==> src/rtl/vga_pkg.sv <==
// Default VGA timing (640x480@60) and the total-length helper.
// Shared by the timing generator and the pixel generators.
package vga_pkg;

    localparam int VGA_HD = 640;
    localparam int VGA_HF = 16;
    localparam int VGA_HR = 96;
    localparam int VGA_HB = 48;
    localparam int VGA_VD = 480;
    localparam int VGA_VF = 10;
    localparam int VGA_VR = 2;
    localparam int VGA_VB = 33;

    function automatic int totalLen(input int disp, input int front, input int sync, input int back);
        return disp + front + sync + back;
    endfunction

endpackage

==> src/rtl/vga_delay.sv <==
// Shift register of configurable width and depth. It advances only when ce is high.
// On reset, every stage loads RST_VAL. With depth 0 the module is a plain wire.
module vga_delay #(
    parameter int            W       = 1,
    parameter int            DEPTH   = 0,
    parameter logic [W-1:0]  RST_VAL = '0
) (
    input  logic         clkP,
    input  logic         rst,
    input  logic         ce,
    input  logic [W-1:0] d,
    output logic [W-1:0] q
);

    if (DEPTH == 0) begin : g_wire
        assign q = d;
    end else begin : g_pipe
        logic [W-1:0] stage [DEPTH];

        // NOTE: every stage is cleared on reset, not just the head. Each stage holds
        // a visible output value, so stale sync or strobe bits must not survive reset.
        always_ff @(posedge clkP or posedge rst) begin
            if (rst) begin
                for (int i = 0; i < DEPTH; i++) stage[i] <= RST_VAL;
            end else if (ce) begin
                stage[0] <= d;
                for (int i = 1; i < DEPTH; i++) stage[i] <= stage[i-1];
            end
        end

        assign q = stage[DEPTH-1];
    end

endmodule

==> src/rtl/vga_timing_gen.sv <==
// Parametrised VGA timing generator. It produces sync pulses, the video flag,
// pixel coordinates and start strobes, with an optional output delay.
module vga_timing_gen
    import vga_pkg::*;
#(
    parameter int HD   = VGA_HD,
    parameter int HF   = VGA_HF,
    parameter int HR   = VGA_HR,
    parameter int HB   = VGA_HB,
    parameter int VD   = VGA_VD,
    parameter int VF   = VGA_VF,
    parameter int VR   = VGA_VR,
    parameter int VB   = VGA_VB,
    parameter bit HPOL = 1'b0,
    parameter bit VPOL = 1'b0,
    parameter int XW   = 11,
    parameter int YW   = 10,
    parameter int PIPE = 0
) (
    input  logic          clkP,
    input  logic          rst,
    input  logic          ce,
    output logic          sincH,
    output logic          sincV,
    output logic          video,
    output logic [XW-1:0] pixelX,
    output logic [YW-1:0] pixelY,
    output logic          inicioLinea,
    output logic          inicioFrame
);

    localparam int HT = totalLen(HD, HF, HR, HB);
    localparam int VT = totalLen(VD, VF, VR, VB);
    localparam int BW = XW + YW + 5;

    if (HD <= 0 || HR <= 0 || VD <= 0 || VR <= 0 || HF < 0 || HB < 0 || VF < 0 || VB < 0) begin : g_badSizes
        $error("vga_timing_gen: active and sync widths must be positive, porches non-negative");
    end
    if (XW < 1 || XW > 30 || (2 ** XW) < HT || YW < 1 || YW > 30 || (2 ** YW) < VT) begin : g_badWidths
        $error("vga_timing_gen: XW/YW too small for the line/frame totals");
    end
    if (PIPE < 0 || PIPE > 7) begin : g_badPipe
        $error("vga_timing_gen: PIPE must be 0..7");
    end

    localparam logic [XW-1:0] H_LAST   = XW'(HT - 1);
    localparam logic [XW-1:0] H_ACT    = XW'(HD);
    localparam logic [XW-1:0] H_SYNC_B = XW'(HD + HF);
    localparam logic [XW-1:0] H_SYNC_E = XW'(HD + HF + HR - 1);
    localparam logic [YW-1:0] V_LAST   = YW'(VT - 1);
    localparam logic [YW-1:0] V_ACT    = YW'(VD);
    localparam logic [YW-1:0] V_SYNC_B = YW'(VD + VF);
    localparam logic [YW-1:0] V_SYNC_E = YW'(VD + VF + VR - 1);
    localparam logic [BW-1:0] RST_BUS  = {~HPOL, ~VPOL, {(BW - 2){1'b0}}};

    logic [XW-1:0] hCnt;
    logic [YW-1:0] vCnt;
    logic          hs;
    logic          vs;
    logic          active;
    logic [BW-1:0] busIn;
    logic [BW-1:0] busOut;

    // NOTE: sequential state uses non-blocking assignments. Every register then
    // samples the old counter values on the same edge.
    always_ff @(posedge clkP or posedge rst) begin
        if (rst) begin
            hCnt <= '0;
            vCnt <= '0;
        end else if (ce) begin
            if (hCnt == H_LAST) begin
                hCnt <= '0;
                vCnt <= (vCnt == V_LAST) ? '0 : vCnt + YW'(1);
            end else begin
                hCnt <= hCnt + XW'(1);
            end
        end
    end

    // NOTE: each combinational output gets its value on every path, so no latches are inferred.
    always_comb begin
        active = (hCnt < H_ACT) && (vCnt < V_ACT);
        hs     = (hCnt >= H_SYNC_B) && (hCnt <= H_SYNC_E);
        vs     = (vCnt >= V_SYNC_B) && (vCnt <= V_SYNC_E);
        busIn  = {hs ? HPOL : ~HPOL,
                  vs ? VPOL : ~VPOL,
                  active,
                  hCnt,
                  vCnt,
                  hCnt == '0,
                  (hCnt == '0) && (vCnt == '0)};
    end

    // Stage 0 and the PIPE extra stages form one delay line.
    // All outputs therefore share the same latency.
    vga_delay #(
        .W       (BW),
        .DEPTH   (PIPE + 1),
        .RST_VAL (RST_BUS)
    ) uDelay (
        .clkP (clkP),
        .rst  (rst),
        .ce   (ce),
        .d    (busIn),
        .q    (busOut)
    );

    assign {sincH, sincV, video, pixelX, pixelY, inicioLinea, inicioFrame} = busOut;

endmodule

==> config.mk <==
export PLATFORM = sky130hd
export DESIGN_NAME = vga_timing_gen
export DESIGN_NICKNAME = d
export VERILOG_FILES = /design/src/rtl/vga_pkg.sv /design/src/rtl/vga_delay.sv /design/src/rtl/vga_timing_gen.sv
export SDC_FILE = /design/constraint.sdc
export NUM_CORES = 1
export LEC_CHECK = 0
export BUFFER_PORTS_ARGS = -buffer_cell sky130_fd_sc_hd__buf_2
export CELL_PAD_IN_SITES_DETAIL_PLACEMENT = 0
export CELL_PAD_IN_SITES_GLOBAL_PLACEMENT = 1
export CORE_MARGIN = 1.5
export CORE_UTILIZATION = 45
export CTS_CLUSTER_SIZE = 14
export DETAILED_ROUTE_END_ITERATION = 8
export PLACE_DENSITY_LB_ADDON = 0.25
export SYNTH_ARGS = -nofsm -noshare
export SYNTH_HDL_FRONTEND = slang
export SYNTH_SLANG_ARGS = --single-unit
==> constraint.sdc <==
create_clock -name clkP -period 2.55 [get_ports clkP]
set_clock_uncertainty 0.2 [all_clocks]
set_input_delay 0 -clock clkP [delete_from_list [all_inputs] [get_ports clkP]]
set_output_delay 0 -clock clkP [all_outputs]
set_load 0.02 [all_outputs]
**Word-level counts from Yosys, hierarchy flattened**

Index checks and enable logic that the tools add are counted.

- Order comparisons: 6
- Equality and inequality tests: 2
- Reduce and logical (&&, ||, !) cells: 7
- Multiplexer cells: 4
- Add/subtract/negate cells: 2

Operator list:

| kind | number |
|---|---|
| adder 11 x 1 -> 11 bit, second input constant | 1 |
| == test 11 x 10 -> 1 bit, second input constant | 1 |
| greater-or-equal comparator 11 x 10 -> 1 bit, second input constant | 1 |
| <= comparator 11 x 10 -> 1 bit, second input constant | 1 |
| zero test 11 bit | 1 |
| < comparator 11 x 10 -> 1 bit, second input constant | 1 |
| 2-to-1 mux 11 bit | 1 |
| adder 10 x 1 -> 10 bit, second input constant | 1 |
| == test 10 bit, second input constant | 1 |
| greater-or-equal comparator 10 x 9 -> 1 bit, second input constant | 1 |
| <= comparator 10 x 9 -> 1 bit, second input constant | 1 |
| zero test 10 bit | 1 |
| < comparator 10 x 9 -> 1 bit, second input constant | 1 |
| 2-to-1 mux 10 bit | 1 |
| logical AND 1 bit | 4 |
| 2-to-1 mux 1 bit | 2 |
| AND reduction 2 bit | 1 |

- Register bits: 47
- Logic and storage cells: 24
- Input bits: 3
- Output and inout port bits: 26

**Depth between registers and ports, before layout**

Gate-level depths: netlist of the first run.

- Depth in word-level cells: 3
- Depth in mapped cells: 7
- Mapped depth without buffers: 6

**By module**

A second synthesis of the first run with hierarchy kept.

- Cells, all modules: 182
- Area, all modules: 2272.2 µm²

Modules (own cells, without submodules):

| module | sequential area each (µm²) | area an instance (µm²) | instances | cells an instance |
|---|---|---|---|---|
| vga_timing_gen | 525.5 | 1196.1 | 1 | 126 |
| vga_delay | 653.1 | 1076.0 | 1 | 56 |

**Worst setup path after synthesis of the first run**

No wires, ideal clock.

- Path kind: register to register
- Start: register hCnt[0]
- End: register hCnt[10]
- Data required time: 2.284 ns
- Cell stages (with the launch flop): 7
- Period minus slack after synthesis: 1.932 ns
- Path slack: 0.618 ns
- Setup time: 0.066 ns
- Path buffers: 1
- Arrival time: 1.666 ns
- Cells stage by stage: dfrtp_1 ha_1 and4_1 buf_4 and3_2 or4_1 nand2_1

- Longest elaborated chain between the ends: 2
- Elaborated cells between the ends (all ways): 3
- Classes of those cells: 1 x add/sub; 1 x eq/ne; 1 x mux

RTL lines:

| item | line | RTL |
|---|---|---|
| start, declared | vga_timing_gen.sv:56 | `logic [XW-1:0] hCnt;` |
| start signal, assigned | vga_timing_gen.sv:75 | `hCnt <= hCnt + XW'(1);` |
| adder 11 x 1 -> 11 bit / == test 11 x 10 -> 1 bit (equally long branches) | vga_timing_gen.sv:75, vga_timing_gen.sv:71 |  |
| 2-to-1 mux 11 bit * | vga_timing_gen.sv:71 | `if (hCnt == H_LAST) begin` |

Mark *: on every way between the ends. The rest lies on a longest branch, timed or not.
A chain may end at the register's enable or synchronous reset.

**Worst setup path after layout of the first run**

Same ends and word-level chain as after synthesis.

==> results of run 1 <==
[per-layer routing]
metal	up-vias	track usage	share of wire
li1	725	-	-
met1	752	0.222	0.48
met2	38	0.284	0.48
met3	6	0.0333	0.034
met4	0	0.0608	0.011
met5	-	0	0
[final cells by class]
| cell class | instances | share of cell area |
|---|---|---|
| well taps | 54 | 0.0278 |
| repair buffers | 31 | 0.0689 |
| flip-flops and latches | 47 | 0.485 |
| inverters | 11 | 0.0170 |
| clock buffers | 8 | 0.0412 |
| multi-input cells | 122 | 0.361 |
[power by group]
group / internal [mW] / switching [mW] / leakage [nW]
sequential: 0.823 / 0.0934 / 0.597
combinational: 0.120 / 0.155 / 0.499
clock: 0.248 / 0.238 / 0.0515
total: 1.19 / 0.486 / 1.15
[repair_timing]
item	CTS	global route
setup endpoints to repair	0	0
hold endpoints to repair	49	0
hold buffers	2	0
[sequential cells by signal (all words and copies together) (netlist names)]
name / count
uDelay.q: 26
hCnt: 11
vCnt: 10
[worst register-to-register path: cells and delay by family, from the launching register on]
kind	cells	cell delay, ns
flip-flops	1	0.42
adder cells (fa/ha/maj)	1	0.26
AND/OR/NAND/NOR	4	1.16
[logic make-up after synthesis]
family / synth area share
DFF: 0.546
AOI/OAI and AO/OA: 0.0591
muxes: 0.109
buffers and inverters: 0.0475
and+or+nand+nor: 0.170
adders and majority gates: 0.0232
xor gates and xnor gates: 0.0446
[placed cells by master (no fill, tap or decap), types with 7 or more instances in the layout]
| cell | Yosys | layout |
|---|---|---|
| sky130_fd_sc_hd__dfrtp_1 | 45 | 45 |
| sky130_fd_sc_hd__nor2_1 | 10 | 10 |
| sky130_fd_sc_hd__o21ai_0 | 12 | 12 |
| sky130_fd_sc_hd__nand2_1 | 12 | 12 |
| sky130_fd_sc_hd__nand4_1 | 7 | 7 |
| sky130_fd_sc_hd__xnor2_1 | 7 | 7 |
| sky130_fd_sc_hd__inv_1 | 11 | 10 |
| sky130_fd_sc_hd__nand3_1 | 11 | 11 |
| sky130_fd_sc_hd__buf_2 | 3 | 28 |
| sky130_fd_sc_hd__mux2_2 | 20 | 20 |
| sky130_fd_sc_hd__clkbuf_8 | 0 | 7 |
[path summary, 6_finish.rpt]
path | endpoint | slack, ns | cells past startpoint
setup / recovery | hCnt[10] | 0.47 | 5
hold / removal | uDelay.q[23] | 0.27 | 3
setup reg to reg | hCnt[10] | 0.47 | 5
hold reg to reg | uDelay.q[25] | 0.29 | 2
max in group asynchronous | uDelay.q[13] | 1.30 | 3
min in group clkP | uDelay.q[25] | 0.29 | 2
[per-stage QoR]
stage          std cells  instance area [µm²]
4_1_cts              273                 2430
6_report             273                 2430
3_3_place_gp         263                 2310
3_5_place_dp         263                 2310
2_1_floorplan        190                 2160
5_1_grt              273                 2430
==> impl_table.tex, run 1 <==
\begin{tabular}{lr}
\hline
Metric & Value \\
\hline
\multicolumn{2}{l}{\textbf{Placed design}} \\
\quad Pre-CTS setup slack & between 0.4 and 0.5 ns \\
\quad Port-buffer cells & 28 \\
\quad Detailed-placement wirelength estimate & 2.86 mm \\
\quad Routability-driven placement congestion ratio & 0.887 \\
\multicolumn{2}{l}{\textbf{Clocking}} \\
\quad Post-CTS Setup Repair Bufs & 0 \\
\quad Clock latency of the later-clocked register in the worst-skew pair & 0.29 ns \\
\quad Number of levels in the clock H-tree & 2 \\
\quad TritonCTS clock tree & yes \\
\quad Num Clock Sinks & between 40 and 50 \\
\quad Clock-pin slew on the worst setup and hold paths & 0.08 ns \\
\quad Root cell of the clock tree & sky130\_fd\_sc\_hd\_\_clkbuf\_8 \\
\quad Number of gates resized after CTS & 0 \\
\quad Maximum buffer depth of the clock tree & 2 \\
\quad Number of buffers created by CTS & 5 \\
\multicolumn{2}{l}{\textbf{Timing}} \\
\quad Time the worst path needs with I/O delays and setup & 2.08 ns \\
\quad Setup Total Neg Slack & 0 ns \\
\quad Slew @ Worst Pin & between 0.9 and 1 ns \\
\quad Final setup viols & 0 \\
\quad Hold\_ws & 0.265 ns \\
\quad Maximum achievable frequency & 0.481 GHz \\
\quad Hold violation count in the final report & 0 \\
\quad Final worst path period share & 0.816 \\
\quad Relative slew slack & 0.373 \\
\quad Worst Slack Setup Final & 0.470 ns \\
\quad RSZ-0062 raised after global routing & false \\
\quad Count of pins over their slew limit & 0 \\
\multicolumn{2}{l}{\textbf{Floorplanning}} \\
\quad Floorplan Core Area & 4660 µm² \\
\quad Die footprint & about 5200 µm² \\
\quad Effective utilization at floorplan & 0.463 \\
\quad Cell Rows & 25 \\
\quad Number of I/O pins & 29 \\
\quad Die boundary height & 72.3 µm \\
\quad Die width & 72.3 µm \\
\multicolumn{2}{l}{\textbf{Synth}} \\
\quad Most area-hungry cell type in the Yosys netlist & sky130\_fd\_sc\_hd\_\_dfrtp\_1 \\
\quad Synth Area per Inst & 11.4 µm² \\
\quad Post-synthesis register bit count & 47 \\
\quad Share of the synthesized area in the top cell type & 0.522 \\
\quad Most frequent cell after synthesis & sky130\_fd\_sc\_hd\_\_dfrtp\_1 \\
\quad Synth Flop Type & sky130\_fd\_sc\_hd\_\_dfrtp\_1 \\
\quad Synth top cells by count & sky130\_fd\_sc\_hd\_\_dfrtp\_1 (45), sky130\_fd\_sc\_hd\_\_mux2\_2 (20), sky130\_fd\_sc\_hd\_\_nand2\_1 (12), sky130\_fd\_sc\_hd\_\_o21ai\_0 (12) \\
\quad Sequential share of the synthesized area & 0.546 \\
\quad Number of enable flip-flop cells after synthesis & 0 \\
\quad Synth async-reset ratio & 1.00 \\
\quad Yosys Warn Count & 0 \\
\quad Library cells used by synthesis & 35 \\
\quad Synthesized Nets & 197 \\
\quad Cells after synthesis & 190 \\
\quad Mapped cell area & 2160 µm² \\
\quad Synth area leaders & sky130\_fd\_sc\_hd\_\_dfrtp\_1 (52\%), sky130\_fd\_sc\_hd\_\_mux2\_2 (10\%), sky130\_fd\_sc\_hd\_\_xnor2\_1 (2.8\%), sky130\_fd\_sc\_hd\_\_o21ai\_0 (2.8\%), sky130\_fd\_sc\_hd\_\_nand3\_1 (2.6\%) \\
\multicolumn{2}{l}{\textbf{Route}} \\
\quad Pre-Repair DR Iteration Count & 4 \\
\quad Vias after detailed routing & 1521 \\
\quad Number of vias per cell after detailed routing & $\sim$5.6 \\
\quad Routed WL & 4.14 mm \\
\quad Iter 0 DRT Violations & 95 \\
\quad Detailed-route DRC error count & 0 \\
\quad Routed WL per cell & around 15 µm \\
\quad Number of nets with antenna violations after detailed routing & 0 \\
\multicolumn{2}{l}{\textbf{Pwr}} \\
\quad Final Power & 1.68 mW \\
\quad Power per unit of standard cell area & 690 nW/µm² \\
\quad Maximum VDD drop & 0.329 mV \\
\quad Leakage & between 1 and 1.5 nW \\
\multicolumn{2}{l}{\textbf{Final layout}} \\
\quad Synth-to-layout area growth & 12.7\% \\
\quad Post-layout utilization of the core & 0.522 \\
\quad Layout Nets & 225 \\
\quad Area occupied by multi-input gates & 877 µm² \\
\quad Register cell area after layout & 1180 µm² \\
\quad Fillers & 419 \\
\quad Fraction of final layout cells sized beyond drive strength 1 & 0.297 \\
\quad Number of diodes added for antenna fixing & 0 \\
\multicolumn{2}{l}{\textbf{Setup path}} \\
\quad Crit Reg-Reg Startpoint & hCnt[0] \\
\quad Slowest stage delay, CP & 0.49 ns \\
\quad Top cell family by delay on the critical path & simple AND/OR/NAND/NOR gates \\
\quad Data arrival, critical path & about 2.1 ns \\
\quad Worst Setup SP & hCnt[0] \\
\quad Crit path buf inv count & 0 \\
\quad Type of the worst setup path & reg2reg \\
\quad Worst setup EP type & flip-flop \\
\quad Element type at the critical path start & flip-flop \\
\quad Cell chain of the critical path & ha\_1 > and4\_1 > and3\_2 > or4\_1 > nand2\_1 \\
\quad Highest fanout seen on the critical path & 11 \\
\quad CP max-delay cell & sky130\_fd\_sc\_hd\_\_or4\_1 \\
\quad Required arrival time at the worst endpoint & 2.58 ns \\
\multicolumn{2}{l}{\textbf{Global route}} \\
\quad Wire length of the first global-routing pass & between 6 and 7 mm \\
\quad Sum of overflow across all layers after global routing & 0 \\
\quad Initial antenna violation count & 0 \\
\quad Total track usage & 0.170 \\
\quad Pin count of the biggest net entering global routing & between 40 and 50 \\
\quad Via count of the first global-routing pass & around 1500 \\
\multicolumn{2}{l}{\textbf{Status}} \\
\quad Result of the run & finished clean \\
\multicolumn{2}{l}{\textbf{Job}} \\
\quad Max-cap violations & 0 \\
\multicolumn{2}{l}{\textbf{Min path}} \\
\quad Type of the most critical hold path & in2async \\
\hline
\end{tabular}
No activity file was read; power rests on OpenSTA's default activity.
==> run 2: changes to the inputs <==
--- a/config.mk
+++ b/config.mk
@@ -5,11 +5,12 @@
 export SDC_FILE = /design/constraint.sdc
 export NUM_CORES = 1
 export LEC_CHECK = 0
+export ABC_AREA = 1
 export BUFFER_PORTS_ARGS = -buffer_cell sky130_fd_sc_hd__buf_2
 export CELL_PAD_IN_SITES_DETAIL_PLACEMENT = 0
 export CELL_PAD_IN_SITES_GLOBAL_PLACEMENT = 1
 export CORE_MARGIN = 1.5
-export CORE_UTILIZATION = 45
+export CORE_UTILIZATION = 38
 export CTS_CLUSTER_SIZE = 14
 export DETAILED_ROUTE_END_ITERATION = 8
 export PLACE_DENSITY_LB_ADDON = 0.25
==> constraint.sdc (replaced) <==
create_clock -name clkP -period 1.9 [get_ports clkP]
set_clock_uncertainty 0.2 [all_clocks]
set_input_delay 0 -clock clkP [delete_from_list [all_inputs] [get_ports clkP]]
set_output_delay 0 -clock clkP [all_outputs]
set_load 0.02 [all_outputs]
==> impl_table.tex, run 2 <==
\begin{tabular}{lr}
\hline
Metric & Value \\
\hline
\multicolumn{2}{l}{\textbf{Final layout}} \\
\quad Most used cells in the layout excluding fill and tap cells & sky130\_fd\_sc\_hd\_\_nand2\_1 (90), sky130\_fd\_sc\_hd\_\_dfrtp\_1 (45), sky130\_fd\_sc\_hd\_\_inv\_1 (31) \\
\quad Most common library cell in the layout ignoring fill and taps & sky130\_fd\_sc\_hd\_\_nand2\_1 \\
\quad Fraction of final layout cells sized beyond drive strength 1 & 0.183 \\
\quad Synth-to-layout area growth & 16.7\% \\
\quad Register cell area after layout & 1180 µm² \\
\quad Fillers & roughly 600 \\
\quad Post-layout utilization of the core & 0.458 \\
\quad Largest register FFs & 26 \\
\quad Number of diodes added for antenna fixing & 0 \\
\quad Area occupied by multi-input gates & roughly 960 µm² \\
\quad Layout Nets & 328 \\
\multicolumn{2}{l}{\textbf{Synth}} \\
\quad Synth Flop Type & sky130\_fd\_sc\_hd\_\_dfrtp\_1 \\
\quad Sequential share of the synthesized area & 0.510 \\
\quad Synthesized Nets & 293 \\
\quad Synth Area per Inst & a little over 8 µm² \\
\quad Synth top cells by count & sky130\_fd\_sc\_hd\_\_nand2\_1 (90), sky130\_fd\_sc\_hd\_\_dfrtp\_1 (45), sky130\_fd\_sc\_hd\_\_inv\_1 (32), sky130\_fd\_sc\_hd\_\_nor2\_1 (26), sky130\_fd\_sc\_hd\_\_o21ai\_0 (25) \\
\quad Cells after synthesis & 286 \\
\quad Yosys Warn Count & 0 \\
\quad Synth async-reset ratio & 1.00 \\
\quad Post-synthesis register bit count & 47 \\
\quad Mapped cell area & 2310 µm² \\
\quad Share of the synthesized area in the top cell type & 0.487 \\
\quad Most area-hungry cell type in the Yosys netlist & sky130\_fd\_sc\_hd\_\_dfrtp\_1 \\
\quad Number of enable flip-flop cells after synthesis & 0 \\
\quad Library cells used by synthesis & 25 \\
\quad Most frequent cell after synthesis & sky130\_fd\_sc\_hd\_\_nand2\_1 \\
\quad Synth area leaders & sky130\_fd\_sc\_hd\_\_dfrtp\_1 (49\%), sky130\_fd\_sc\_hd\_\_nand2\_1 (15\%), sky130\_fd\_sc\_hd\_\_o21ai\_0 (5.4\%), sky130\_fd\_sc\_hd\_\_inv\_1 (5.2\%), sky130\_fd\_sc\_hd\_\_nor2\_1 (4.2\%) \\
\multicolumn{2}{l}{\textbf{Clocking}} \\
\quad Number of levels in the clock H-tree & 2 \\
\quad Num Clock Sinks & 47 \\
\quad Number of buffers created by CTS & 5 \\
\quad Maximum buffer depth of the clock tree & 2 \\
\quad TritonCTS clock tree & yes \\
\quad Root cell of the clock tree & sky130\_fd\_sc\_hd\_\_clkbuf\_8 \\
\quad Clock latency of the later-clocked register in the worst-skew pair & 0.31 ns \\
\quad Clock-pin slew on the worst setup and hold paths & 0.09 ns \\
\quad Number of gates resized after CTS & 0 \\
\multicolumn{2}{l}{\textbf{Setup path}} \\
\quad Type of the worst setup path & reg2reg \\
\quad Worst setup EP type & flip-flop \\
\quad Reg-to-Reg End & vCnt[6] \\
\quad Depth of the worst register-to-register path & 8 \\
\quad Most numerous cell on the critical path & sky130\_fd\_sc\_hd\_\_nor2\_4 \\
\quad Cell chain of the critical path & ha\_1 > inv\_1 > nor2\_4 > nand3\_4 > nor2\_4 > inv\_2 > nand2\_1 > o21ai\_2 \\
\quad Slowest stage delay, CP & about 0.38 ns \\
\quad Element type at the critical path start & flip-flop \\
\quad Minimum setup slack among reg-to-reg paths & 0.15 ns \\
\quad Highest fanout seen on the critical path & 14 \\
\quad CP max-delay cell & sky130\_fd\_sc\_hd\_\_dfrtp\_1 \\
\quad Data arrival, critical path & 1.74 ns \\
\quad Worst Setup SP & hCnt[0] \\
\quad Crit Reg-Reg Startpoint & hCnt[0] \\
\quad Required arrival time at the worst endpoint & 1.89 ns \\
\multicolumn{2}{l}{\textbf{Pwr}} \\
\quad Power per unit of standard cell area & 995 nW/µm² \\
\quad Leakage & 1.40 nW \\
\quad Final Power & 2.68 mW \\
\quad Maximum VDD drop & slightly below 0.4 mV \\
\multicolumn{2}{l}{\textbf{Timing}} \\
\quad Setup Total Neg Slack & 0 ns \\
\quad Hold violation count in the final report & 0 \\
\quad Final setup viols & 0 \\
\quad Hold\_ws & 0.0447 ns \\
\quad Count of pins over their slew limit & 0 \\
\quad RSZ-0062 raised after global routing & false \\
\quad Maximum achievable frequency & roughly 0.57 GHz \\
\quad Slew @ Worst Pin & roughly 0.46 ns \\
\quad Final worst path period share & 0.920 \\
\quad Worst Slack Setup Final & 0.151 ns \\
\quad Time the worst path needs with I/O delays and setup & 1.75 ns \\
\quad Relative slew slack & 0.690 \\
\multicolumn{2}{l}{\textbf{Route}} \\
\quad Amount of wire on met2 after detailed routing & 2.26 mm \\
\quad Detailed-route DRC error count & 0 \\
\quad Routed WL per cell & $\sim$13 µm \\
\quad Number of nets with antenna violations after detailed routing & 0 \\
\quad Highest signal layer in the routed design & met4 \\
\quad Metal3 WL & 170 µm \\
\quad Number of vias per cell after detailed routing & 4.75 \\
\quad WL met1 & 2.71 mm \\
\quad Iter 0 DRT Violations & between 100 and 150 \\
\quad Pre-Repair DR Iteration Count & 4 \\
\quad Routed WL & around 5.2 mm \\
\quad Vias after detailed routing & 1885 \\
\multicolumn{2}{l}{\textbf{Global route}} \\
\quad Wire length of the first global-routing pass & about 8.7 mm \\
\quad Sum of overflow across all layers after global routing & 0 \\
\quad Initial antenna violation count & 0 \\
\quad Total track usage & 0.176 \\
\quad Pin count of the biggest net entering global routing & 22 \\
\quad Via count of the first global-routing pass & 1792 \\
\multicolumn{2}{l}{\textbf{Job}} \\
\quad Max-cap violations & 0 \\
\multicolumn{2}{l}{\textbf{Floorplanning}} \\
\quad Cell Rows & 28 \\
\quad Floorplan Core Area & 5890 µm² \\
\quad Die boundary height & 81.0 µm \\
\quad Die footprint & 6560 µm² \\
\quad Die width & 81.0 µm \\
\quad Effective utilization at floorplan & 0.393 \\
\quad Number of I/O pins & 29 \\
\multicolumn{2}{l}{\textbf{Placed design}} \\
\quad Port-buffer cells & 28 \\
\quad Pre-CTS setup slack & around 0.17 ns \\
\quad Routability-driven placement congestion ratio & about 0.90 \\
\quad Detailed-placement wirelength estimate & 3.80 mm \\
\multicolumn{2}{l}{\textbf{Min path}} \\
\quad Type of the most critical hold path & in2async \\
\multicolumn{2}{l}{\textbf{Status}} \\
\quad Result of the run & finished clean \\
\hline
\end{tabular}
run 2: worst max-delay path: cells and delay by family (launching register included):
| kind | cells | cell delay [ns] |
|---|---|---|
| simple gates | 4 | 0.51 |
| flops | 1 | 0.38 |
| fa+ha+maj | 1 | 0.27 |
| buf+inv | 2 | 0.24 |
| compound gates | 1 | 0.05 |
run 2: metrics by stage:
step	instances	instance area [µm²]
finish	397	2700
global route	397	2700
CTS	396	2690
detailed placement	386	2540
global placement	386	2540
floorplan	286	2310
run 2: layout make-up:
type                       instances  share of cell area
clock buffer                       6              0.0269
clock inverter                     2              0.0223
multi-input combinational        197               0.354
sequential                        47               0.437
tap                               75              0.0348
inverter                          33              0.0459
timing repair buffer              37              0.0788
run 2: how the worst max path moves through the flow:
stage | endpoint | slack (ns) | cells past startpoint
after global placement | vCnt[3] | 0.18 | 8
after detailed placement | vCnt[1] | 0.17 | 8
after floorplan | vCnt[2] | 0.32 | 9
final | vCnt[6] | 0.15 | 8
after CTS | vCnt[6] | 0.15 | 8
after global routing | hCnt[8] | 0.04 | 9
run 2: kinds of logic after synthesis:
logic type / synth area share
buffers and inverters: 0.0763
AOI/OAI and AO/OA: 0.0850
xor gates and xnor gates: 0.0227
and+or+nand+nor: 0.284
adders and majority gates: 0.0217
DFF: 0.510
run 2: per-layer routing:
metal,GRT usage,vias up
li1,-,976
met1,0.244,874
met2,0.268,31
met3,0.0416,4
met4,0.0603,0
met5,0,-
run 2: report_power, final:
part	leakage (nW)	total [mW]	switching (mW)	internal, mW
combinational	0.757	0.552	0.373	0.180
sequential	0.575	1.25	0.110	1.14
clock	0.0654	0.882	0.356	0.526
total	1.40	2.68	0.838	1.85
run 2: repair_timing:
item,in CTS,in global routing
hold buffers,2,0
setup buffers,0,1
setup endpoints to repair,0,4
endpoints found under the hold margin,52,0
